File: src/rtl/game_pkg.sv
// Shared definitions for the game input conditioning logic.
//   key_state_t  : per-key debounce FSM states
//   ms_to_cycles : converts a time in ms to clock cycles for a given clock rate
package game_pkg;

  typedef enum logic [1:0] {
    IDLE,
    PRESS_WAIT,
    HELD,
    RELEASE_WAIT
  } key_state_t;

  // Divide before multiplying so large clock rates stay inside 32 bits.
  function automatic int ms_to_cycles(input int clk_hz, input int ms);
    return (clk_hz / 1000) * ms;
  endfunction

endpackage

File: src/rtl/key_debounce_ch.sv
// Single pushbutton channel: two-flop synchronizer followed by a debounce FSM.
// Optional macro KEY_REPEAT_EN adds auto-repeat of key_press while held.
// Ports:
//   clk         : system clock
//   reset_n     : asynchronous active-low reset
//   key_n       : raw pushbutton, active-low, asynchronous to clk
//   key_down    : debounced level, 1 = pressed
//   key_press   : one-cycle pulse per accepted press (and per repeat)
//   key_release : one-cycle pulse per accepted release
module key_debounce_ch
  import game_pkg::*;
#(
  parameter int DBC_CYCLES = 500_000
`ifdef KEY_REPEAT_EN
  ,
  parameter int RPT_DELAY_CYCLES = 25_000_000,
  parameter int RPT_RATE_CYCLES  = 5_000_000
`endif
) (
  input  logic clk,
  input  logic reset_n,
  input  logic key_n,
  output logic key_down,
  output logic key_press,
  output logic key_release
);

  localparam int CNT_W = $clog2(DBC_CYCLES + 1);
  localparam logic [CNT_W-1:0] CNT_MAX = CNT_W'(DBC_CYCLES);

  logic             sync1_q;
  logic             sync2_q;
  logic             s;
  key_state_t       state_q, state_d;
  logic [CNT_W-1:0] cnt_q, cnt_d;
  logic [CNT_W-1:0] cnt_inc;
  logic             cnt_hit;
  logic             key_down_q, key_down_d;
  logic             key_press_q, key_press_d;
  logic             key_release_q, key_release_d;

  // Synchronizer resets to the unpressed level so a reset never looks like a press.
  always_ff @(posedge clk or negedge reset_n) begin
    if (!reset_n) begin
      sync1_q <= 1'b1;
      sync2_q <= 1'b1;
    end else begin
      sync1_q <= key_n;
      sync2_q <= sync1_q;
    end
  end

  assign s = ~sync2_q;

  // Saturating increment; the WAIT states terminate before saturation anyway.
  assign cnt_inc = (cnt_q == CNT_MAX) ? cnt_q : cnt_q + CNT_W'(1);
  // Qualification completes when the incremented count reaches DBC_CYCLES-1,
  // which places the output change exactly DBC_CYCLES cycles after s settles.
  assign cnt_hit = (int'(cnt_q) + 1) >= (DBC_CYCLES - 1);

`ifdef KEY_REPEAT_EN
  localparam int RPT_MAX = (RPT_DELAY_CYCLES > RPT_RATE_CYCLES) ? RPT_DELAY_CYCLES
                                                                 : RPT_RATE_CYCLES;
  localparam int RPT_W   = $clog2(RPT_MAX + 1);

  logic [RPT_W-1:0] rpt_q, rpt_d;
  logic             rpt_phase_q, rpt_phase_d;
  logic             rpt_hit;

  // First repeat waits the long delay, later repeats use the shorter rate.
  assign rpt_hit = (int'(rpt_q) + 1) >= (rpt_phase_q ? RPT_RATE_CYCLES : RPT_DELAY_CYCLES);

  always_ff @(posedge clk or negedge reset_n) begin
    if (!reset_n) begin
      rpt_q       <= '0;
      rpt_phase_q <= 1'b0;
    end else begin
      rpt_q       <= rpt_d;
      rpt_phase_q <= rpt_phase_d;
    end
  end
`endif

  always_ff @(posedge clk or negedge reset_n) begin
    if (!reset_n) begin
      state_q       <= IDLE;
      cnt_q         <= '0;
      key_down_q    <= 1'b0;
      key_press_q   <= 1'b0;
      key_release_q <= 1'b0;
    end else begin
      state_q       <= state_d;
      cnt_q         <= cnt_d;
      key_down_q    <= key_down_d;
      key_press_q   <= key_press_d;
      key_release_q <= key_release_d;
    end
  end

  // Pulses default low every cycle; they are raised only on the transition
  // edge so press and release can never coincide.
  always_comb begin
    state_d       = state_q;
    cnt_d         = cnt_q;
    key_down_d    = key_down_q;
    key_press_d   = 1'b0;
    key_release_d = 1'b0;
`ifdef KEY_REPEAT_EN
    rpt_d         = rpt_q;
    rpt_phase_d   = rpt_phase_q;
`endif
    unique case (state_q)
      IDLE: begin
        if (s) begin
          cnt_d   = '0;
          state_d = PRESS_WAIT;
        end
      end
      PRESS_WAIT: begin
        if (!s) begin
          state_d = IDLE;
        end else begin
          cnt_d = cnt_inc;
          if (cnt_hit) begin
            state_d     = HELD;
            key_down_d  = 1'b1;
            key_press_d = 1'b1;
`ifdef KEY_REPEAT_EN
            rpt_d       = '0;
            rpt_phase_d = 1'b0;
`endif
          end
        end
      end
      HELD: begin
        if (!s) begin
          cnt_d   = '0;
          state_d = RELEASE_WAIT;
        end else begin
`ifdef KEY_REPEAT_EN
          if (rpt_hit) begin
            key_press_d = 1'b1;
            rpt_d       = '0;
            rpt_phase_d = 1'b1;
          end else begin
            rpt_d = rpt_q + RPT_W'(1);
          end
`endif
        end
      end
      RELEASE_WAIT: begin
        // The repeat counter is left untouched here so a bounce resumes it.
        if (s) begin
          state_d = HELD;
        end else begin
          cnt_d = cnt_inc;
          if (cnt_hit) begin
            state_d       = IDLE;
            key_down_d    = 1'b0;
            key_release_d = 1'b1;
          end
        end
      end
      default: state_d = IDLE;
    endcase
  end

  assign key_down    = key_down_q;
  assign key_press   = key_press_q;
  assign key_release = key_release_q;

endmodule

File: src/rtl/key_pulse_gen.sv
// Conditions the raw active-low pushbuttons into clean levels and single-cycle
// press/release events for the game FSMs. One key_debounce_ch per key.
// Optional macro KEY_REPEAT_EN enables auto-repeat (REPEAT_DELAY_MS, REPEAT_RATE_MS).
// Ports:
//   clk         : system clock
//   reset_n     : asynchronous active-low reset
//   key_n       : [NUM_KEYS] raw pushbuttons, active-low, asynchronous
//   key_down    : [NUM_KEYS] debounced level per key, 1 = pressed
//   key_press   : [NUM_KEYS] one-cycle pulse per accepted press
//   key_release : [NUM_KEYS] one-cycle pulse per accepted release
module key_pulse_gen
  import game_pkg::*;
#(
  parameter int CLK_FREQ_HZ = 50_000_000,
  parameter int NUM_KEYS    = 4,
  parameter int DEBOUNCE_MS = 10
`ifdef KEY_REPEAT_EN
  ,
  parameter int REPEAT_DELAY_MS = 500,
  parameter int REPEAT_RATE_MS  = 100
`endif
) (
  input  logic                clk,
  input  logic                reset_n,
  input  logic [NUM_KEYS-1:0] key_n,
  output logic [NUM_KEYS-1:0] key_down,
  output logic [NUM_KEYS-1:0] key_press,
  output logic [NUM_KEYS-1:0] key_release
);

  localparam int DBC_CYCLES = ms_to_cycles(CLK_FREQ_HZ, DEBOUNCE_MS);
`ifdef KEY_REPEAT_EN
  localparam int RPT_DELAY_CYCLES = ms_to_cycles(CLK_FREQ_HZ, REPEAT_DELAY_MS);
  localparam int RPT_RATE_CYCLES  = ms_to_cycles(CLK_FREQ_HZ, REPEAT_RATE_MS);
`endif

  // Channels share nothing, so simultaneous presses yield simultaneous pulses.
  for (genvar g = 0; g < NUM_KEYS; g++) begin : g_ch
    key_debounce_ch #(
      .DBC_CYCLES       (DBC_CYCLES)
`ifdef KEY_REPEAT_EN
      ,
      .RPT_DELAY_CYCLES (RPT_DELAY_CYCLES),
      .RPT_RATE_CYCLES  (RPT_RATE_CYCLES)
`endif
    ) u_ch (
      .clk         (clk),
      .reset_n     (reset_n),
      .key_n       (key_n[g]),
      .key_down    (key_down[g]),
      .key_press   (key_press[g]),
      .key_release (key_release[g])
    );
  end

endmodule

File: config.mk
export PLATFORM = sky130hd
export DESIGN_NAME = key_pulse_gen
export DESIGN_NICKNAME = d
export VERILOG_FILES = /design/src/rtl/game_pkg.sv /design/src/rtl/key_debounce_ch.sv /design/src/rtl/key_pulse_gen.sv
export SDC_FILE = /design/constraint.sdc
export NUM_CORES = 1
export LEC_CHECK = 0
export CAP_MARGIN = 20
export CORE_AREA = 3 3 110 112
export CTS_CLUSTER_DIAMETER = 40
export DETAILED_ROUTE_END_ITERATION = 12
export DIE_AREA = 0 0 113 115
export PLACE_DENSITY = 0.81
export SLEW_MARGIN = 30
export SYNTH_ARGS = -nofsm -noshare
export SYNTH_HDL_FRONTEND = slang
export SYNTH_HIERARCHICAL = 1
export SYNTH_SLANG_ARGS = --single-unit
File: constraint.sdc
create_clock -name clk -period 3.8 [get_ports clk]
set_input_delay 0.57 -clock clk [delete_from_list [all_inputs] [get_ports clk]]
set_output_delay 0.57 -clock clk [all_outputs]
set_load 0.005 [all_outputs]
Yosys cells after proc, flatten, opt, wreduce, memory -nomap -nowiden
Index checks and enable logic that the tools add are counted.
{ "op_classes": {"addsub": 8, "magnitude_cmp": 4, "eq_ne": 48, "muxes": 92, "reduce_logical": 20} }
{ "op_table": {"columns": ["op", "n"], "rows": [
  ["two-way mux 19 bit", 20],
  ["one-hot mux 19 bit (4 select lines)", 4],
  ["greater-or-equal comparator 32 x 20 -> 1 bit, second input constant", 4],
  ["adder 19 x 1 -> 20 bit, second input constant", 4],
  ["adder 19 x 1 -> 19 bit, second input constant", 4],
  ["== test 19 bit, second input constant", 4],
  ["two-way mux 2 bit", 24],
  ["two-way mux 1 bit", 36],
  ["inequality test 2 x 1 -> 1 bit, second input constant", 16],
  ["one-hot mux 2 bit (4 select lines)", 4],
  ["AND reduction 4 bit", 8],
  ["AND reduction 5 bit", 4],
  ["== test 2 bit, second input constant", 8],
  ["inequality test 2 bit, second input constant", 8],
  ["inequality test 3 x 1 -> 1 bit, second input constant", 4],
  ["inequality test 3 bit, second input constant", 4],
  ["== test 2 x 1 -> 1 bit, second input constant", 4],
  ["zero test 2 bit", 4],
  ["one-hot mux 1 bit (2 select lines)", 4],
  ["nonzero test 2 bit", 4]
]} }
{ "totals": {"reg_bits": 104, "output_inout_bits": 12, "wordCells": 200} }

Longest topological paths before layout
{ "logic_depth": {"ltp_word": 5, "mapped_depth": 10, "ltp_nobuf": 8} }

Hierarchy
Netlist, hierarchy kept.
{ "by_module_without_submodules": {"columns": ["mod", "instances", "cells_each", "area_each_um2"], "rows": [
  ["key_debounce_ch (g_ch[0].u_ch ...)", 3, 205, 1795.5],
  ["key_debounce_ch (g_ch[3].u_ch)", 1, 202, 1795.5]
]} }

Worst setup path before layout
Ideal clock, no wire load.
{ "synth_timing": {"path_kind": "flip-flop to flip-flop", "startpoint": "register g_ch[3].u_ch.cnt_q[0]", "endpoint": "register g_ch[3].u_ch.key_down_q", "arrival_ns": 2.171, "required_ns": 3.676, "path_slack_ns": 1.505, "stages_incl_launch_ff": 10, "cell_sequence": "dfrtp_1 > ha_1 > buf_2 > and4_1 > nand4_1 > xor2_1 > nand3_2 > or3b_4 > and3_4 > a211o_1"} }
{ "synth_via": {"elab_chain_cells": 4, "elab_cells_between_ends": 5, "classes_between": "1 x add/sub; 1 x order compare; 2 x eq/ne; 1 x reduce/logical"} }
{ "synth_rtl": {"columns": ["item", "line_no", "source"], "rows": [
  ["start, declared", "key_debounce_ch.sv:35", "logic [CNT_W-1:0] cnt_q, cnt_d;"],
  ["start signal, assigned", "key_debounce_ch.sv:93", "cnt_q <= cnt_d;"],
  ["adder 19 x 1 -> 20 bit *", "key_debounce_ch.sv:59", "assign cnt_hit = (int'(cnt_q) + 1) >= (DBC_CYCLES - 1);"],
  ["greater-or-equal comparator 32 x 20 -> 1 bit *", "key_debounce_ch.sv:59", null],
  ["inequality test 2 x 1 -> 1 bit (no source line)", null, null],
  ["AND reduction 5 bit (no source line) *", null, null],
  ["end signal, assigned", "key_debounce_ch.sv:94", "key_down_q <= key_down_d;"],
  ["end, declared", "key_debounce_ch.sv:38", "logic key_down_q, key_down_d;"]
]} }
Every way passes the cells marked *; elsewhere a longest branch is shown, timed or not.
A chain may end at the register's enable or synchronous reset.

Worst setup path in the final report
{ "layout_timing": {"startpoint": "register g_ch[2].u_ch.cnt_q[15]", "endpoint": "register g_ch[2].u_ch.cnt_q[3]"} }
{ "layout_via": {"elab_chain_cells": 4, "elab_cells_between_ends": 5, "classes_between": "1 x eq/ne; 4 x mux"} }
{ "layout_rtl": {"columns": ["item", "line_no", "source"], "rows": [
  ["start, declared", "key_debounce_ch.sv:35", null],
  ["start signal, assigned", "key_debounce_ch.sv:93", null],
  ["== test 19 bit *", "key_debounce_ch.sv:56", "assign cnt_inc = (cnt_q == CNT_MAX) ? cnt_q : cnt_q + CNT_W'(1);"],
  ["two-way mux 19 bit *", "key_debounce_ch.sv:56", null],
  ["two-way mux 19 bit, on equally long branches", "key_debounce_ch.sv:153, key_debounce_ch.sv:120", null],
  ["one-hot mux 19 bit (4 select lines) *", "key_debounce_ch.sv:112", "unique case (state_q)"]
]} }
Every way passes the cells marked *; elsewhere a longest branch is shown, timed or not. The select of a mux whose other input is x is not followed.

==> results_dict.tcl <==
set metrics [dict create \
    coreArea_sq_mm 0.0113 \
    p_per_area_mw_per_mm2 326 \
    drive_gt1_share_pct 8.10 \
    yosysTopAreaCell "dfrtp_1" \
    wire_per_inst_microns 16.7 \
    worst_slack_ps 996 \
    antenna_found_initial 0 \
    synth_edf_count 0 \
    num_rows 39 \
    start_util_pct 63.4 \
    syn_area_per_cell_sq_um 8.79 \
    vias_per_cell 6.62 \
    final_cell_mix "102 x nand2_1, 96 x dfrtp_1, 59 x a22o_1" \
    async_flop_share_pct 100 \
    syn-num-nets 835 \
    ant_nets 0 \
    maxCapViolCount 0 \
    hold_class "primary input to asynchronous set/reset pin" \
    crit_arrival_ps 3050 \
    leakage_nw 3.07 \
    hold_viol 0 \
    ctsHtreeMaxLevel 3 \
    seq_area_frac_synth_pct 36.4 \
    boundaryPins 18 \
    setup-violations-final 0 \
    totalWireLength_mm 15.4 \
    cts_tree "yes" \
    path_max_fanout 18 \
    cts_buffer_depth 2 \
    grt_util_all_layers_pct 24.7 \
    ys.flop_type "dfrtp_1" \
    cts.sinks 104 \
    finalSetupTns_ps 0 \
    grt_pass1_wl_mm 26.9 \
    portBuffers 17 \
    hold_buffers 0 \
    critPathCaptureType "register" \
    post_cts_resized 0 \
    first_global_vias 5653 \
    place_hpwl_mm 10.5 \
    synth_cells 817 \
    clock_latency_ps 360 \
    clock.fmax_ghz 0.357 \
    cts_setup_buffers 0 \
    worstSetupPathType "register to register" \
    grt_max_degree 54 \
    clockRootBuffer "clkbuf_16" \
    final_common_cell "nand2_1" \
    num-nets-final 791 \
    ir_drop_mv 0.424 \
    maxSlewHeadroom_pct 45.8 \
    ys_ff_latch 104 \
    path_clk_slew_ps 70 \
    min_period_ps 2800 \
    synth_top_area_share_pct 33.4 \
    status "completed" \
    syn_area_sq_mm 0.00718 \
    synth.area.top_cells "dfrtp_1 33%, a22o_1 7.2%, nand2_1 5.3%" \
    die_area_sq_mm 0.0130 \
    dr_total_vias 6101 \
    fin_crit_sh_pct 73.8 \
    firstDrtPassIters 5 \
    globalplace.congestion 0.912 \
    place_ws_ps 1020 \
    finClkSkew_ps 8.74 \
    crit_path_start_kind "register" \
    ys_types 64 \
    drtIter0Drc 544 \
    die_w_microns 113 \
    slew_violations 0 \
    die_h_microns 115 \
    cts_made_buffers 9 \
    rsz0062_at_grt "no" \
    overflow 0 \
    worst_pin_slew_ps 809 \
    area_delta_synth_final_pct 3.00 \
    worstPathRequired_ps 4040 \
    yosys_warnings 6 \
    antenna_cells 0 \
    fillers 934 \
    drc_errors 0 \
]
[worst max-delay path: stages (launching register included)]
cell,delay (ps)
dfrtp_1,510
nand2_2,90
or4b_4,500
nor4_4,400
or2_1,470
buf_4,310
nor3_1,70
a21o_1,160
a22o_1,180
[layout make-up]
type | instances | area, sq um | share of cell area, %
clock buffer | 9 | 225 | 3.04
clock inverter | 7 | 86.3 | 1.17
inverter | 17 | 63.8 | 0.863
multi-input combinational | 617 | 4000 | 54.0
sequential | 104 | 2610 | 35.3
tap | 143 | 179 | 2.42
timing repair buffer | 24 | 233 | 3.15
[per-stage QoR]
step	cell area (sq um)	std cells	hold WS, ps	power [mW]	utilization [%]
after CTS	7400	921	286	2.44	65.3
final	7400	921	260	2.41	65.3
after floorplan	7180	817	274	1.41	-
after global placement	7090	905	346	1.45	62.6
after detailed placement	7090	905	348	1.46	62.6
after global routing	7400	921	310	2.53	65.3
[sequential cells by signal (all words and copies together) (netlist names), named ones only]
name / cells
g_ch.u_ch/state_q: 4
g_ch.u_ch/cnt_q: 76
g_ch.u_ch/key_press: 4
g_ch.u_ch/sync2_q: 4
g_ch.u_ch/key_release: 4
g_ch.u_ch/sync1_q: 4
g_ch.u_ch/key_down: 4
[logic make-up (layout without fill, tap and decap cells)]
| logic type | Yosys count | after routing | synth area share (%) |
|---|---|---|---|
| adder cells (fa/ha/maj) | 12 | 12 | 2.09 |
| flip-flops | 104 | 104 | 36.4 |
| AND/OR/NAND/NOR | 347 | 347 | 25.9 |
| multiplexers | 20 | 20 | 2.89 |
| buffers and inverters | 96 | 57 | 7.96 |
| AO/OA/AOI/OAI | 230 | 230 | 23.9 |
| XOR/XNOR | 8 | 8 | 0.976 |
[where the power goes]
part           internal, mW  switching (mW)  total, mW
clock                 0.525           0.447      0.972
combinational        0.0791           0.133      0.212
sequential             1.15          0.0798       1.23
[synthesized netlist by cell type (17+ instances only)]
master	instances
buf_2	31
clkbuf_1	19
nand4_1	17
dfrtp_1	96
nand3_1	39
nand2_1	102
inv_1	17
or3_1	17
nor2_1	44
o21ai_0	46
a22o_1	59
a21o_1	23
nor3_1	46
[final timing paths]
check	startpoint	endpoint	slack [ps]	cells after the start
max	g_ch[2].u_ch/cnt_q[15]$_DFFE_PN0P_	g_ch[2].u_ch/cnt_q[3]$_DFFE_PN0P_	1000	8
min	reset_n	g_ch[3].u_ch/cnt_q[18]$_DFFE_PN0P_	260	1
max reg2reg	g_ch[2].u_ch/cnt_q[15]$_DFFE_PN0P_	g_ch[2].u_ch/cnt_q[3]$_DFFE_PN0P_	1000	8
min reg2reg	g_ch[0].u_ch/sync1_q$_DFF_PN1_	g_ch[0].u_ch/sync2_q$_DFF_PN1_	360	0
max in group asynchronous	reset_n	g_ch[0].u_ch/sync1_q$_DFF_PN1_	2780	2
min in group clk	g_ch[0].u_ch/sync1_q$_DFF_PN1_	g_ch[0].u_ch/sync2_q$_DFF_PN1_	360	0
[metal layers]
metal,share of wire (%),up-vias,track usage (%)
met1,47,2930,33.4
li1,-,2956,-
met5,0,-,0
met2,46,184,39.7
met4,1.7,0,7.53
met3,5.3,31,5.84
(Power assumes the default switching activity.)
